==> config.mk <==
export PLATFORM = sky130hd
export DESIGN_NAME = dsp_mac_sequencer_flat
export DESIGN_NICKNAME = d
export VERILOG_FILES = /design/src/rtl/dsp_mac_sequencer_if.sv /design/src/rtl/dsp_mac_sequencer.sv /design/src/flat_wrapper.sv
export SDC_FILE = /design/constraint.sdc
export NUM_CORES = 1
export LEC_CHECK = 0
export ABC_AREA = 1
export CORE_MARGIN = 2
export CORE_UTILIZATION = 45
export CTS_CLUSTER_SIZE = 20
export DETAILED_ROUTE_END_ITERATION = 12
export PLACE_DENSITY = 0.77
export SYNTH_ARGS = -nofsm -noshare
export SYNTH_HDL_FRONTEND = slang
export SYNTH_SLANG_ARGS = --single-unit
==> constraint.sdc <==
create_clock -name clk -period 5.1 [get_ports clk]
set_clock_uncertainty 0.15 [all_clocks]
set_input_delay 0.51 -clock clk [delete_from_list [all_inputs] [get_ports clk]]
set_output_delay 0.51 -clock clk [all_outputs]
set_load 0.02 [all_outputs]
==> src/rtl/dsp_mac_sequencer_if.sv <==
// Operand handshake and DSP48A1 pipeline-control bundle for dsp_mac_sequencer.
//   start, len, in_valid   : operand source -> sequencer (run request, pair count, pair valid)
//   in_ready               : sequencer -> operand source (pair accepted this cycle when valid)
//   ce_ab, ce_m, ce_p      : clock enables for the A/B, M and P pipeline registers
//   rst_p                  : synchronous reset strobe for the P register
//   opmode                 : DSP48A1 OPMODE
//   busy, result_valid, done : run status
// The sequencer connects through the slave modport; the source/slice side uses master.
interface dsp_mac_sequencer_if #(
    parameter int unsigned CNT_W = 8
);
    logic             start;
    logic [CNT_W-1:0] len;
    logic             in_valid;
    logic             in_ready;
    logic             ce_ab;
    logic             ce_m;
    logic             ce_p;
    logic             rst_p;
    logic [7:0]       opmode;
    logic             busy;
    logic             result_valid;
    logic             done;

    modport master (
        output start, len, in_valid,
        input  in_ready, ce_ab, ce_m, ce_p, rst_p, opmode, busy, result_valid, done
    );

    modport slave (
        input  start, len, in_valid,
        output in_ready, ce_ab, ce_m, ce_p, rst_p, opmode, busy, result_valid, done
    );
endinterface

==> src/rtl/dsp_mac_sequencer.sv <==
// Sequencer driving the DSP48A1 pipeline-register strobes for a multiply-accumulate
// over a programmed number of operand pairs.
//   clk    : clock, all state updates on posedge
//   rst    : asynchronous active-high reset (aborts any run silently)
//   bus_if : slave side of dsp_mac_sequencer_if (handshake, CE/reset strobes, status)
// Every output is a register except ce_ab, which must follow the accept in the same cycle.
module dsp_mac_sequencer #(
    parameter int unsigned CNT_W      = 8,
    parameter logic [7:0]  OPMODE_ACC = 8'h09
) (
    input  logic                clk,
    input  logic                rst,
    dsp_mac_sequencer_if.slave  bus_if
);
    localparam int unsigned OPMODE_W = 8;

    typedef enum logic [2:0] {
        S_IDLE,
        S_CLEAR,
        S_RUN,
        S_DRAIN,
        S_FINISH
    } state_e;

    state_e              state_q;
    logic [CNT_W-1:0]    cnt_q;
    logic [CNT_W-1:0]    len_q;
    logic                in_ready_q;
    logic                ce_m_q;
    logic                ce_p_q;
    logic                rst_p_q;
    logic                busy_q;
    logic                result_valid_q;
    logic                done_q;
    logic [OPMODE_W-1:0] opmode_q;

    logic                accept_c;
    logic                last_c;

    // in_ready_q is only high in RUN, so in_valid is ignored everywhere else.
    assign accept_c = bus_if.in_valid & in_ready_q;
    // cnt_q stays below len_q while in RUN, so the increment never wraps.
    assign last_c   = accept_c && (CNT_W'(cnt_q + 1'b1) == len_q);

    // Run control, pipeline token shift and registered strobes.
    always_ff @(posedge clk or posedge rst) begin
        if (rst) begin
            state_q        <= S_IDLE;
            cnt_q          <= '0;
            len_q          <= '0;
            in_ready_q     <= 1'b0;
            ce_m_q         <= 1'b0;
            ce_p_q         <= 1'b0;
            rst_p_q        <= 1'b0;
            busy_q         <= 1'b0;
            result_valid_q <= 1'b0;
            done_q         <= 1'b0;
            opmode_q       <= '0;
        end else begin
            ce_m_q         <= accept_c;
            ce_p_q         <= ce_m_q;
            rst_p_q        <= 1'b0;
            result_valid_q <= 1'b0;
            done_q         <= 1'b0;

            unique case (state_q)
                S_IDLE: begin
                    if (bus_if.start) begin
                        if (bus_if.len != '0) begin
                            len_q    <= bus_if.len;
                            cnt_q    <= '0;
                            state_q  <= S_CLEAR;
                            rst_p_q  <= 1'b1;
                            busy_q   <= 1'b1;
                            opmode_q <= OPMODE_ACC;
                        end else begin
                            done_q   <= 1'b1;
                        end
                    end
                end
                S_CLEAR: begin
                    state_q    <= S_RUN;
                    in_ready_q <= 1'b1;
                end
                S_RUN: begin
                    if (accept_c) begin
                        cnt_q <= CNT_W'(cnt_q + 1'b1);
                        if (last_c) begin
                            state_q    <= S_DRAIN;
                            in_ready_q <= 1'b0;
                        end
                    end
                end
                S_DRAIN: begin
                    // No accepts happen here, so once ce_m is empty ce_p empties on
                    // this edge and P holds the final sum in the next cycle.
                    if (!ce_m_q) begin
                        state_q        <= S_FINISH;
                        result_valid_q <= 1'b1;
                        done_q         <= 1'b1;
                    end
                end
                S_FINISH: begin
                    state_q  <= S_IDLE;
                    busy_q   <= 1'b0;
                    opmode_q <= '0;
                end
                default: begin
                    state_q <= S_IDLE;
                end
            endcase
        end
    end

    assign bus_if.in_ready     = in_ready_q;
    assign bus_if.ce_ab        = accept_c;
    assign bus_if.ce_m         = ce_m_q;
    assign bus_if.ce_p         = ce_p_q;
    assign bus_if.rst_p        = rst_p_q;
    assign bus_if.opmode       = opmode_q;
    assign bus_if.busy         = busy_q;
    assign bus_if.result_valid = result_valid_q;
    assign bus_if.done         = done_q;
endmodule

==> src/flat_wrapper.sv <==
// flat-port wrapper written by rule: the top's interface ports become plain ports
module dsp_mac_sequencer_flat 
#(
    parameter int unsigned CNT_W      = 8,
    parameter logic [7:0]  OPMODE_ACC = 8'h09
)
  (clk, rst, bus_if_start, bus_if_len, bus_if_in_valid, bus_if_in_ready, bus_if_ce_ab, bus_if_ce_m, bus_if_ce_p, bus_if_rst_p, bus_if_opmode, bus_if_busy, bus_if_result_valid, bus_if_done);
  dsp_mac_sequencer_if #(.CNT_W(CNT_W)) bus_if_i ();
  input  logic clk;
  input  logic rst;
  input wire logic [$bits(bus_if_i.start)-1:0] bus_if_start;
  input wire logic [$bits(bus_if_i.len)-1:0] bus_if_len;
  input wire logic [$bits(bus_if_i.in_valid)-1:0] bus_if_in_valid;
  output wire logic [$bits(bus_if_i.in_ready)-1:0] bus_if_in_ready;
  output wire logic [$bits(bus_if_i.ce_ab)-1:0] bus_if_ce_ab;
  output wire logic [$bits(bus_if_i.ce_m)-1:0] bus_if_ce_m;
  output wire logic [$bits(bus_if_i.ce_p)-1:0] bus_if_ce_p;
  output wire logic [$bits(bus_if_i.rst_p)-1:0] bus_if_rst_p;
  output wire logic [$bits(bus_if_i.opmode)-1:0] bus_if_opmode;
  output wire logic [$bits(bus_if_i.busy)-1:0] bus_if_busy;
  output wire logic [$bits(bus_if_i.result_valid)-1:0] bus_if_result_valid;
  output wire logic [$bits(bus_if_i.done)-1:0] bus_if_done;
  assign bus_if_i.start = bus_if_start;
  assign bus_if_i.len = bus_if_len;
  assign bus_if_i.in_valid = bus_if_in_valid;
  assign bus_if_in_ready = bus_if_i.in_ready;
  assign bus_if_ce_ab = bus_if_i.ce_ab;
  assign bus_if_ce_m = bus_if_i.ce_m;
  assign bus_if_ce_p = bus_if_i.ce_p;
  assign bus_if_rst_p = bus_if_i.rst_p;
  assign bus_if_opmode = bus_if_i.opmode;
  assign bus_if_busy = bus_if_i.busy;
  assign bus_if_result_valid = bus_if_i.result_valid;
  assign bus_if_done = bus_if_i.done;
  dsp_mac_sequencer #(.CNT_W(CNT_W), .OPMODE_ACC(OPMODE_ACC)) u_core (.clk(clk), .rst(rst), .bus_if(bus_if_i));
endmodule
==> impl_metrics.ini <==
[status]
status = finished, final reports clean

[power]
peakVddDrop_uv = 295
power_density_nw_per_um2 = 479
p_leak_nw = 0.864

[flow_run]
drv_cap = 0

[floorplanning]
fp.coreArea_um2 = 3100
fp.dieW_um = 61.4
die_h_um = 61.4
pin_count = 28
start_util_pct = 47.7
rows = 20
dieArea_um2 = 3760

[clocking]
post_cts_buffers = 0
postCtsHoldBufs = 0
ctsResizeCount = 0
clockRootBuffer = clkbuf_4
cts_inserted_buffers = 3
cts_sinks = 26
clock_latency_ns = 0.32
htreeDepth = 1
cts_tree = built
clk_pin_slew_ns = 0.14
clock_path_buffers = 2

[sta]
slew_viol_final = 0
period_needed_ns = 2.41
tightest_slew_ns = 0.964
rsz0062_at_grt = no
period_share_pct = 47.3
hold_viol = 0
slew_headroom_pct = 35.6
setup_viol = 0
timing.setup.tns_ns = 0
fmax_mhz = 415

[final_layout]
drive_gt1_share_pct = 10.6
fill_cells = 302
antenna_cells = 0
utilization_pct = 56.5
layout_commonest_cell = nand2_1
nets = 231
synthToLayoutAreaGrowth_pct = 18.3
final_cell_mix = nand2_1, inv_1, dfrtp_1

[grt]
grt_max_degree = 27
first_global_vias = 1133
grt_use_total_pct = 17.8
grt_overflow = 0
antenna_found_initial = 0
grt_first_pass_wirelength_um = 5010

[worst_setup_path]
reg2regPathDepth = 13
critPathRequiredTime_ns = 4.44
crit_arrival_ns = 1.75
r2r_start = u_core.cnt_q[0]
cpPeakStageDelay_ns = 0.62
crit_start = bus_if_in_valid
crit_chain = clkdlybuf4s50_1 -> nand2_1 -> inv_1 -> clkdlybuf4s50_1
crit_slowest_cell = clkdlybuf4s50_1
crit_path_end_kind = primary output
crit_top_cell = clkdlybuf4s50_1
critPathLaunchType = primary input
crit_type = in -> out
path_max_fanout = 5

[yosys]
netlist_area_um2 = 1480
synth_warnings = 0
ys_seq_elements = 26
synth_seq_area_share_pct = 44.0
synth.avg_cell_area_um2 = 7.55
syn-instance-count = 196
yosysUniqueCellTypes = 26

[hold_path]
hold_depth = 0
hp-class = reg -> reg
min-delay-start = u_core.bus_if.ce_m

[detailed_routing]
drtIter0Drc = 33
drc = 0
drtPass1Iterations = 4
route.vias.total = 1237
vias_per_cell = 4.74
avgRoutedWirePerCell_um = 10.5
finalWirelength_um = 2750
ant_nets = 0

[place]
place_congestion = 0.825
portBuffers = 21
place_hpwl_um = 2110
area by class of cell:
cell class	count	area, µm²	area share, %
clock inverters	1	30.0	1.71
well taps	44	55.1	3.14
multi-input cells	129	644	36.8
inverters	37	139	7.93
repair buffers	21	210	12.0
clock buffers	3	22.5	1.29
flip-flops and latches	26	651	37.1
worst max-delay path, delay by kind of cell:
kind                   cells  cell delay (ns)
buffers and inverters      3             1.19
and+or+nand+nor            1             0.05
sequential cells by signal, summed over array words and instances, names as in the netlist:
register / count
u_core.bus_if.done: 1
u_core.bus_if.ce_m: 1
u_core.cnt_q: 8
u_core.bus_if.in_ready: 1
u_core.bus_if.ce_p: 1
u_core.state_q: 3
u_core.bus_if.rst_p: 1
u_core.bus_if.result_valid: 1
u_core.len_q: 8
u_core.bus_if.opmode: 1
cell usage after synthesis (all sizes together):
cell	instances	area (µm²)
nand4	2	12.5
dfrtp	26	651
nand2	58	238
a21oi	1	5.00
a21boi	1	7.51
nor2	16	95.1
conb	1	3.75
o21bai	1	7.51
inv	36	135
nand3	21	120
o22ai	7	43.8
ha	1	12.5
nor4	1	6.26
nor3	2	10.0
xnor2	1	8.76
buf	9	65.1
clkinv	1	3.75
o21ai	11	55.1
final timing paths:
path                                          end  slack, ns
max in group asynchronous  u_core.bus_if.in_ready       3.67
min in group asynchronous         u_core.cnt_q[2]       0.54
hold / removal                 u_core.bus_if.ce_p       0.35
setup reg to reg           u_core.bus_if.in_ready       3.14
hold reg to reg                u_core.bus_if.ce_p       0.35
setup / recovery                     bus_if_ce_ab       2.69
stage by stage:
stage	cells	total power, mW	worst slack [ns]	area, µm²	hold WS, ns
CTS	261	0.848	2.69	1750	0.356
floorplan	201	0.596	3.35	1500	0.319
global route	261	0.913	2.62	1750	0.387
finish	261	0.840	2.69	1750	0.353
global placement	257	0.696	2.69	1700	0.320
detailed placement	257	0.704	2.59	1700	0.323
cell families after synthesis:
kind of cell,Yosys count,share of synthesized area [%]
XOR/XNOR,1,0.592
buffers and inverters,46,13.8
AO/OA/AOI/OAI,21,8.03
flip-flops,26,44.0
other,1,0.253
AND/OR/NAND/NOR,100,32.5
adder cells (fa/ha/maj),1,0.845
power by group:
group	switching [mW]	internal [mW]	leakage, nW
Clock	0.0613	0.0795	0.0279
Combinational	0.226	0.149	0.496
Sequential	0.0525	0.272	0.340
metal layers:
layer	wire, µm	track usage [%]	vias to the layer above
met2	1250	27.5	27
met3	76	1.26	4
li1	-	-	638
met5	0	0	-
met4	43	7.29	0
met1	1370	26.0	568
(Power assumes the default switching activity.)
